$ cat config.mk
export PLATFORM = sky130hd
export DESIGN_NAME = busca_instrucao_flat
export DESIGN_NICKNAME = d
export VERILOG_FILES = /design/src/rtl/busca_instrucao_if.sv /design/src/rtl/busca_instrucao.sv /design/src/flat_wrapper.sv
export SDC_FILE = /design/constraint.sdc
export NUM_CORES = 1
export LEC_CHECK = 0
export BUFFER_PORTS_ARGS = -buffer_cell sky130_fd_sc_hd__buf_2
export CAP_MARGIN = 20
export CORE_MARGIN = 5
export CORE_UTILIZATION = 52
export CTS_CLUSTER_SIZE = 30
export DETAILED_ROUTE_END_ITERATION = 8
export PLACE_DENSITY_LB_ADDON = 0.15
export SYNTH_ARGS = -nofsm -noshare
export SYNTH_HDL_FRONTEND = slang
export SYNTH_SLANG_ARGS = --single-unit
$ cat constraint.sdc
create_clock -name clk -period 5.7 [get_ports clk]
set_input_delay 0.285 -clock clk [delete_from_list [all_inputs] [get_ports clk]]
set_output_delay 0.285 -clock clk [all_outputs]
set_load 0.005 [all_outputs]
$ cat src/rtl/busca_instrucao_if.sv
// busca_instrucao_if
//   Bundles the instruction-fetch stage's bus signals: the instruction
//   memory request/response and the decode-side head-of-queue outputs.
//   master : the fetch unit (drives imem_req/imem_addr and the id_* outputs)
//   slave  : the surrounding system (memory, branch unit, decode stage)
//   Signals:
//     imem_req, imem_addr[31:0]      fetch request and word-aligned address
//     imem_ready, imem_rdata[31:0]   memory accepts; data valid same cycle
//     branch_taken, branch_target    redirect pulse and target address
//     id_ready                       decode accepts the head instruction
//     id_valid, id_pc, id_instr      head instruction and its PC
//     opcode, funct3, funct7         head instruction fields for control decode
interface busca_instrucao_if;
  logic        imem_req;
  logic [31:0] imem_addr;
  logic        imem_ready;
  logic [31:0] imem_rdata;
  logic        branch_taken;
  logic [31:0] branch_target;
  logic        id_ready;
  logic        id_valid;
  logic [31:0] id_pc;
  logic [31:0] id_instr;
  logic [6:0]  opcode;
  logic [2:0]  funct3;
  logic [6:0]  funct7;

  modport master (
    output imem_req, imem_addr, id_valid, id_pc, id_instr, opcode, funct3, funct7,
    input  imem_ready, imem_rdata, branch_taken, branch_target, id_ready
  );

  modport slave (
    input  imem_req, imem_addr, id_valid, id_pc, id_instr, opcode, funct3, funct7,
    output imem_ready, imem_rdata, branch_taken, branch_target, id_ready
  );
endinterface

$ cat src/rtl/busca_instrucao.sv
// busca_instrucao
//   Instruction fetch stage. Holds the PC, issues word-aligned requests to
//   instruction memory, and buffers fetched words with their PC in a
//   2-entry FIFO whose head is presented to the decode stage.
//   Ports:
//     clk  - single clock, rising edge
//     rst  - asynchronous, active-high reset
//     bus  - busca_instrucao_if.master (memory request/response, redirect,
//            decode handshake and head-instruction fields)
//   Configuration:
//     BUSCA_EBREAK_HALT_EN - when defined, fetching the EBREAK word
//     (0x00100073) pushes it normally and then parks the unit in HALT with
//     no further requests until a branch redirect or reset.
module busca_instrucao (
  input logic              clk,
  input logic              rst,
  busca_instrucao_if.master bus
);

  localparam logic [31:0] EBREAK_WORD = 32'h0010_0073;

  typedef enum logic [1:0] {
    IDLE     = 2'd0,
    RUN      = 2'd1,
    REDIRECT = 2'd2,
    HALT     = 2'd3
  } state_t;

  state_t      state, state_nxt;
  logic [31:0] pc;
  logic [1:0]  count;
  logic        wr_ptr, rd_ptr;
  logic        flush, xfer, pop;
  logic        vld_p1;

  logic [31:0] fifo_pc_p1    [2];
  logic [31:0] fifo_instr_p1 [2];
  logic [31:0] head_instr;

  // A redirect in IDLE is ignored; everywhere else it wins over any
  // same-cycle transfer or pop.
  assign flush        = bus.branch_taken && (state != IDLE);
  assign bus.imem_req = (state == RUN) && (count != 2'd2);
  assign xfer         = bus.imem_req && bus.imem_ready && !flush;
  assign pop          = vld_p1 && bus.id_ready && !flush;
  assign bus.imem_addr = pc;

  always_comb begin
    state_nxt = state;
    case (state)
      IDLE:     state_nxt = RUN;
      RUN: begin
`ifdef BUSCA_EBREAK_HALT_EN
        if (xfer && (bus.imem_rdata == EBREAK_WORD)) state_nxt = HALT;
`endif
      end
      REDIRECT: state_nxt = RUN;
`ifdef BUSCA_EBREAK_HALT_EN
      HALT:     state_nxt = HALT;
`endif
      default:  state_nxt = IDLE;
    endcase
    if (flush) state_nxt = REDIRECT;
  end

  always_ff @(posedge clk or posedge rst) begin
    if (rst) begin
      state  <= IDLE;
      pc     <= 32'h0;
      count  <= 2'd0;
      wr_ptr <= 1'b0;
      rd_ptr <= 1'b0;
    end else begin
      state <= state_nxt;
      if (flush) begin
        // Clearing the low bits keeps the PC word aligned for any target.
        pc     <= bus.branch_target & 32'hFFFF_FFFC;
        count  <= 2'd0;
        wr_ptr <= 1'b0;
        rd_ptr <= 1'b0;
      end else begin
        if (xfer) pc <= pc + 32'd4;
        if (xfer) wr_ptr <= ~wr_ptr;
        if (pop)  rd_ptr <= ~rd_ptr;
        case ({xfer, pop})
          2'b10:   count <= count + 2'd1;
          2'b01:   count <= count - 2'd1;
          default: count <= count;
        endcase
      end
    end
  end

  // ---- stage p0 -> p1: fetched word and its PC enter the FIFO ----
  always_ff @(posedge clk) begin
    if (xfer) begin
      fifo_pc_p1[wr_ptr]    <= pc;
      fifo_instr_p1[wr_ptr] <= bus.imem_rdata;
    end
  end

  // ---- stage p1 -> decode: FIFO head, forced to zero when empty ----
  assign vld_p1       = (count != 2'd0);
  assign head_instr   = vld_p1 ? fifo_instr_p1[rd_ptr] : 32'h0;
  assign bus.id_valid = vld_p1;
  assign bus.id_pc    = vld_p1 ? fifo_pc_p1[rd_ptr] : 32'h0;
  assign bus.id_instr = head_instr;
  assign bus.opcode   = head_instr[6:0];
  assign bus.funct3   = head_instr[14:12];
  assign bus.funct7   = head_instr[31:25];

endmodule

$ cat src/flat_wrapper.sv
// flat-port wrapper written by rule: the top's interface ports become plain ports
module busca_instrucao_flat 
  (clk, rst, bus_imem_req, bus_imem_addr, bus_id_valid, bus_id_pc, bus_id_instr, bus_opcode, bus_funct3, bus_funct7, bus_imem_ready, bus_imem_rdata, bus_branch_taken, bus_branch_target, bus_id_ready);
  busca_instrucao_if bus_i ();
  input logic clk;
  input logic rst;
  output wire logic [$bits(bus_i.imem_req)-1:0] bus_imem_req;
  output wire logic [$bits(bus_i.imem_addr)-1:0] bus_imem_addr;
  output wire logic [$bits(bus_i.id_valid)-1:0] bus_id_valid;
  output wire logic [$bits(bus_i.id_pc)-1:0] bus_id_pc;
  output wire logic [$bits(bus_i.id_instr)-1:0] bus_id_instr;
  output wire logic [$bits(bus_i.opcode)-1:0] bus_opcode;
  output wire logic [$bits(bus_i.funct3)-1:0] bus_funct3;
  output wire logic [$bits(bus_i.funct7)-1:0] bus_funct7;
  input wire logic [$bits(bus_i.imem_ready)-1:0] bus_imem_ready;
  input wire logic [$bits(bus_i.imem_rdata)-1:0] bus_imem_rdata;
  input wire logic [$bits(bus_i.branch_taken)-1:0] bus_branch_taken;
  input wire logic [$bits(bus_i.branch_target)-1:0] bus_branch_target;
  input wire logic [$bits(bus_i.id_ready)-1:0] bus_id_ready;
  assign bus_imem_req = bus_i.imem_req;
  assign bus_imem_addr = bus_i.imem_addr;
  assign bus_id_valid = bus_i.id_valid;
  assign bus_id_pc = bus_i.id_pc;
  assign bus_id_instr = bus_i.id_instr;
  assign bus_opcode = bus_i.opcode;
  assign bus_funct3 = bus_i.funct3;
  assign bus_funct7 = bus_i.funct7;
  assign bus_i.imem_ready = bus_imem_ready;
  assign bus_i.imem_rdata = bus_imem_rdata;
  assign bus_i.branch_taken = bus_branch_taken;
  assign bus_i.branch_target = bus_branch_target;
  assign bus_i.id_ready = bus_id_ready;
  busca_instrucao u_core (.clk(clk), .rst(rst), .bus(bus_i));
endmodule
==> results_dict.tcl, run 1 <==
set metrics [dict create \
    critPathLaunchType "register" \
    regToRegSetupSlack_ns 2.76 \
    r2r_start "u_core.state[0]" \
    gr-total-overflow 0 \
    nFillCells 962 \
    swShare_pct 30.1 \
    crit_path_top_delay_cell "nor2_4" \
    dr_wl_met3_um 1140 \
    gp_congestion 0.821 \
    start_util_pct 53.4 \
    tightest_slew_ns 1.14 \
    ys_warn_count 0 \
    layout.cells.non_filler 852 \
    startpoint "u_core.state[0]" \
    yosysSeqAreaShare_pct 68.3 \
    row_count 41 \
    dr_total_vias 4355 \
    cp_cell_sequence "o21ai_1 -> nand3_1 -> nor2_4 -> buf_4" \
    cts_root_buffer "clkbuf_16" \
    cts_buffers 17 \
    power_uw 3700 \
    h-tree-depth 4 \
    routed_via_density 5.11 \
    drtIter0Drc 287 \
    p_leak_uw 0.00335 \
    synth_area_per_cell_um2 13.5 \
    grt_max_degree 64 \
    end_kind "register" \
    vdd.ir_drop.worst_mv 0.219 \
    critPathBufInv 1 \
    cts.reportedPaths.clkPinSlew_ns 0.06 \
    critPathTopFamily "simple AND/OR/NAND/NOR gates" \
    hold_violations 0 \
    min_period_ns 2.94 \
    drc 0 \
    final_cell_mix "177 x buf_2, 124 x edfxtp_1, 74 x nor2_1" \
    max_cap_violations 0 \
    ctsResizeCount 0 \
    die_x_um 124 \
    hpwlAfterDp_um 9480 \
    r2r_cells 4 \
    grt.total_usage_pct 18.9 \
    drive_gt1_share_pct 32.1 \
    cts.sinks 160 \
    fin_crit_sh_pct 51.5 \
    wl_met1_um 6020 \
    clk_path_buf_depth 2 \
    crit_cells 4 \
    worstHoldPathType "primary input to register" \
    antenna_found_initial 2 \
    ios 184 \
    tritoncts "built" \
    ys_ff_latch 160 \
    powerDensity_nw_per_um2 445 \
    status "finished clean" \
    power_frac_seq_pct 44.8 \
    layout_commonest_cell "buf_2" \
    num_antenna_cells 0 \
    top_layer "met5" \
    routed-wl-met2_um 7030 \
    clockPowerShare_pct 30.1 \
    portBuffers 177 \
    r2r_end "u_core.fifo_instr_p1[0][29]" \
    cell_internal_pwr_uw 2590 \
    power.switching_uw 1110 \
    rsz0062_at_grt "false" \
    ant_nets 0 \
    synth_edf_count 124 \
    ys.flop_type "edfxtp_1" \
    netlist_area_um2 6770 \
    finalSetupViolations 0 \
    regArea_um2 4630 \
    dp_cells 818 \
    die_y_um 124 \
    criticalPathCategory "register to register" \
    drt-total-wl_um 14400 \
    grt_pass1_vias 4359 \
    syn_inst 503 \
    setup.worst_path.end "u_core.fifo_instr_p1[0][29]" \
    drt_first_pass_iters 4 \
    cp_max_fo 35 \
    core_area_um2 12700 \
    nets 738 \
    area_growth_pct 22.7 \
    max_freq_ghz 0.341 \
    slew_headroom_pct 23.9 \
    dieArea_um2 15400 \
    worst-endpoint-required_ns 5.75 \
    multi_input_area_um2 1910 \
    wl_per_cell_um 16.9 \
    cpPeakStageDelay_ns 0.75 \
    async_flop_share_pct 22.5 \
    ys_types 37 \
    finalClockSkew_ns 0.00729 \
    clock_latency_ns 0.42 \
    combPwrFrac_pct 25.1 \
    arrival_ns 2.99 \
    grt_first_pass_wirelength_um 21700 \
    finalSetupTns_ns 0 \
    maxSlewViolCount 0 \
]
## cells by family after synthesis
kind of cell             Yosys count  synth area share, %
buffers and inverters             50                 3.94
adder cells (fa/ha/maj)            2                0.369
multiplexers                      63                 9.31
AND/OR/NAND/NOR                  159                 11.2
XOR/XNOR                          31                 4.01
other                              1               0.0554
flip-flops                       160                 68.3
AO/OA/AOI/OAI                     37                 2.85
## registers in the layout, indices dropped and copies added, names as in the netlist
name,count
u_core.count,2
u_core.fifo_instr_p1,64
u_core.wr_ptr,1
u_core.fifo_pc_p1,60
u_core.state,2
u_core.rd_ptr,1
u_core.bus.imem_addr,30
## power groups by stage
stage	Combinational, µW	Sequential (µW)	Clock, µW
floorplan	686	1540	0
global placement	939	1670	0
detailed placement	943	1680	0
CTS	951	1660	1140
global route	1040	1680	1190
finish	930	1660	1110
## area by class of cell
cell class,instances,area share (%)
flip-flops and latches,160,55.7
multi-input cells,296,23.0
repair buffers,184,11.3
clock buffers,24,5.68
well taps,172,2.59
clock inverters,8,1.34
inverters,8,0.361
## synth_stat cells, types with 2 or more instances
cell type | count | area, µm²
a21oi_1 | 2 | 10.0
a31oi_1 | 2 | 12.5
and2_1 | 2 | 12.5
and3_1 | 4 | 25.0
and4_1 | 2 | 17.5
buf_1 | 5 | 18.8
buf_4 | 21 | 158
clkbuf_1 | 16 | 60.1
dfrtp_1 | 36 | 901
edfxtp_1 | 124 | 3720
ha_1 | 2 | 25.0
inv_1 | 8 | 30.0
mux2i_1 | 63 | 631
nand2_1 | 33 | 124
nand3_1 | 9 | 45.0
nand4_1 | 12 | 75.1
nor2_1 | 77 | 289
nor3_1 | 3 | 15.0
nor3_2 | 2 | 20.0
nor4_1 | 2 | 12.5
o21ai_0 | 30 | 150
or3_1 | 4 | 25.0
xnor2_1 | 12 | 105
xor2_1 | 19 | 166
## layer usage
| layer | vias up | track usage (%) |
|---|---|---|
| met5 | - | 0 |
| met1 | 2082 | 23.8 |
| met2 | 151 | 31.0 |
| met3 | 18 | 6.09 |
| met4 | 4 | 6.30 |
| li1 | 2100 | - |
## worst reg2reg max path, stage by stage, from the launching register on
cell	delay, ns
dfrtp_1	0.40
o21ai_1	0.48
nand3_1	0.34
nor2_4	0.75
buf_4	0.56
## repair_timing
item / CTS / global route
endpoints found under the hold margin: 36 / 0
buffers inserted: 0 / 0
hold buffers: 1 / 0
## worst min-delay path by stage
stage	end	start	cells past startpoint	slack (ns)
floorplan	u_core.state[0]	bus_branch_taken	1	0.38
global placement	u_core.bus.imem_addr[18]	rst	3	0.42
detailed placement	u_core.bus.imem_addr[19]	rst	3	0.42
CTS	u_core.fifo_instr_p1[0][24]	bus_imem_rdata[24]	1	0.04
global route	u_core.fifo_instr_p1[0][9]	bus_imem_rdata[9]	1	0.04
finish	u_core.fifo_instr_p1[0][24]	bus_imem_rdata[24]	1	0.06
## per-stage QoR
step           hold slack (ns)  util (%)  setup WS, ns  area (µm²)
3_5_place_dp             0.422      60.9          2.73        7710
4_1_cts                 0.0351      65.5          2.71        8300
2_1_floorplan            0.381         -          1.63        6780
5_1_grt                 0.0378      65.6          2.53        8310
3_3_place_gp             0.419      60.9          2.78        7710
6_report                0.0594      65.6          2.76        8310
Note: power is estimated with default switching activity, not from simulation.
==> inputs of run 2 (changes only) <==
ABC_AREA = 1   (was default)
CORE_UTILIZATION = 53   (was 52)
clock period = 2.8 ns   (was 5.7 ns; I/O delays follow)
==> results_dict.tcl, run 2 <==
set metrics [dict create \
    status "finished clean" \
    cts.reportedPaths.clkPinSlew_ns 0.06 \
    maxSlewViolCount 0 \
    regArea_um2 4630 \
    vdd.ir_drop.worst_mv 0.455 \
    gp_congestion 0.944 \
    worstHoldPathType "primary input to register" \
    arrival_ns 1.96 \
    nets 1015 \
    rsz0062_at_grt "false" \
    powerDensity_nw_per_um2 849 \
    portBuffers 177 \
    start_util_pct 54.3 \
    num_antenna_cells 0 \
    grt.total_usage_pct 22.1 \
    max_cap_violations 0 \
    slew_headroom_pct 52.3 \
    drt_first_pass_iters 5 \
    drtIter0Drc 478 \
    yosysSeqAreaShare_pct 63.8 \
    synthTopCellsByArea "edfxtp_1 51%, nand2_1 14%, dfrtp_1 12%" \
    drive_gt1_share_pct 24.0 \
    post_cts_buffers 0 \
    dr_total_vias 5804 \
    yosysTopAreaCellShare_pct 51.4 \
    nFillCells 1001 \
    finalSetupViolations 0 \
    fin_crit_sh_pct 75.0 \
    clock_latency_ns 0.42 \
    ios 184 \
    multi_input_area_um2 2180 \
    core_area_um2 13300 \
    hpwlAfterDp_um 11400 \
    min_period_ns 2.10 \
    synth_commonest_cells "270 x nand2_1, 124 x edfxtp_1, 66 x a21oi_1" \
    max_freq_ghz 0.476 \
    yosys.area.top_type "edfxtp_1" \
    ys_types 33 \
    ant_nets 0 \
    power_uw 7870 \
    cts.sinks 160 \
    r2r_end "u_core.fifo_pc_p1[0][26]" \
    grt_pass1_vias 5601 \
    hold_violations 0 \
    dieArea_um2 16100 \
    wl_per_cell_um 15.6 \
    netlist_area_um2 7250 \
    synth_edf_count 124 \
    tightest_slew_ns 0.715 \
    hold_depth 5 \
    ctsResizeCount 0 \
    clk_path_buf_depth 2 \
    min_to "u_core.bus.imem_addr[20]" \
    antenna_found_initial 0 \
    grt_max_degree 64 \
    die_x_um 127 \
    p_leak_uw 0.00405 \
    row_count 42 \
    cts_buffers 17 \
    tritoncts "built" \
    r2r_cells 6 \
    hp-start "bus_branch_target[20]" \
    syn_inst 729 \
    gr-total-overflow 0 \
    ys.flop_type "edfxtp_1" \
    die_y_um 127 \
    grt_first_pass_wirelength_um 28200 \
    ys_warn_count 0 \
    largest_register_ffs 64 \
    final_cell_mix "270 x nand2_1, 177 x buf_2, 124 x edfxtp_1" \
    drc 0 \
    h-tree-depth 4 \
    critPathLaunchType "register" \
    area_growth_pct 27.8 \
    r2r_start "u_core.state[1]" \
    synth_area_per_cell_um2 9.95 \
    ys_ff_latch 160 \
    drt-total-wl_um 17600 \
    finalSetupTns_ns 0 \
    async_flop_share_pct 22.5 \
    routed_via_density 5.12 \
    end_kind "primary output" \
    criticalPathCategory "register to primary output" \
    yosysMostFrequentCell "nand2_1" \
    cp_max_fo 24 \
    regToRegSetupSlack_ns 0.71 \
    cts_root_buffer "clkbuf_16" \
    largest_register "u_core.fifo_instr_p1" \
    worst-endpoint-required_ns 2.66 \
    finalClockSkew_ns 0.0109 \
    layout_commonest_cell "nand2_1" \
]
==> run 2: cell types whose count changed after synthesis, moves of 5 or more <==
cell / before / now
a21oi_1: 2 / 66
nand3_1: 9 / 43
o21ai_0: 30 / 12
mux2i_1: 63 / 0
o21bai_1: 0 / 6
xnor2_1: 12 / 1
xor2_1: 19 / 10
nand2_1: 33 / 270
o211ai_1: 0 / 5
nand4_1: 12 / 1
nor2_1: 77 / 38
inv_1: 8 / 43
==> run 2: cell type report <==
class                   instances  area share (%)
clock buffers                  20            4.71
clock inverters                12            1.01
inverters                      48            1.97
multi-input cells             477            23.6
flip-flops and latches        160            49.9
well taps                     176            2.38
repair buffers                240            16.4
==> run 2: what timing repair did <==
action | in CTS | in global routing
hold buffers | 55 | 0
setup endpoints to repair | 0 | 0
hold endpoints to repair | 103 | 0
==> run 2: cell families after synthesis <==
logic type,count (synthesis),share of synthesized area (%)
AOI/OAI and AO/OA,91,6.83
xor gates and xnor gates,11,1.33
adders and majority gates,2,0.345
buffers and inverters,95,6.47
DFF,160,63.8
other,1,0.0517
and+or+nand+nor,369,21.2
==> run 2: layer usage <==
layer	GRT usage, %	part of all wire, %	vias to the layer above
li1	-	-	2831
met1	29.3	42	2700
met2	37.1	49	243
met3	4.58	6.7	30
met4	6.56	1.7	0
met5	0	0	-
==> run 2: worst max-delay path, cell delays in order (launching register included) <==
cell     delay [ns]
dfrtp_2        0.40
inv_2          0.33
buf_4          0.35
nand2_1        0.09
a21oi_1        0.21
buf_2          0.16
==> run 2: where the power goes <==
part | internal [µW] | switching [µW]
combinational | 948 | 1530
clock | 1210 | 876
sequential | 2940 | 365
total | 5100 | 2770
==> run 2: through the flow <==
step           cell area (µm²)  setup WS [ns]  hold slack (ns)  util, %  std cells
2_1_floorplan             7270          0.425            0.239        -        732
3_3_place_gp              8180          0.802            0.285     61.3       1046
3_5_place_dp              8180          0.740            0.290     61.3       1046
4_1_cts                   9260          0.681           0.0129     69.4       1133
5_1_grt                   9260          0.531           0.0637     69.4       1133
6_report                  9260          0.701           0.0254     69.4       1133
==> run 2: worst max path at each step <==
stage / startpoint / end / slack (ns) / cells after the start
floorplan: u_core.state[1] / u_core.fifo_instr_p1[0][0] / 0.43 / 5
CTS: u_core.rd_ptr / bus_id_pc[10] / 0.68 / 5
detailed placement: u_core.state[1] / u_core.fifo_pc_p1[0][23] / 0.74 / 6
global route: u_core.rd_ptr / bus_funct7[4] / 0.53 / 5
finish: u_core.rd_ptr / bus_funct7[4] / 0.70 / 5
global placement: u_core.state[1] / u_core.fifo_pc_p1[0][23] / 0.80 / 6
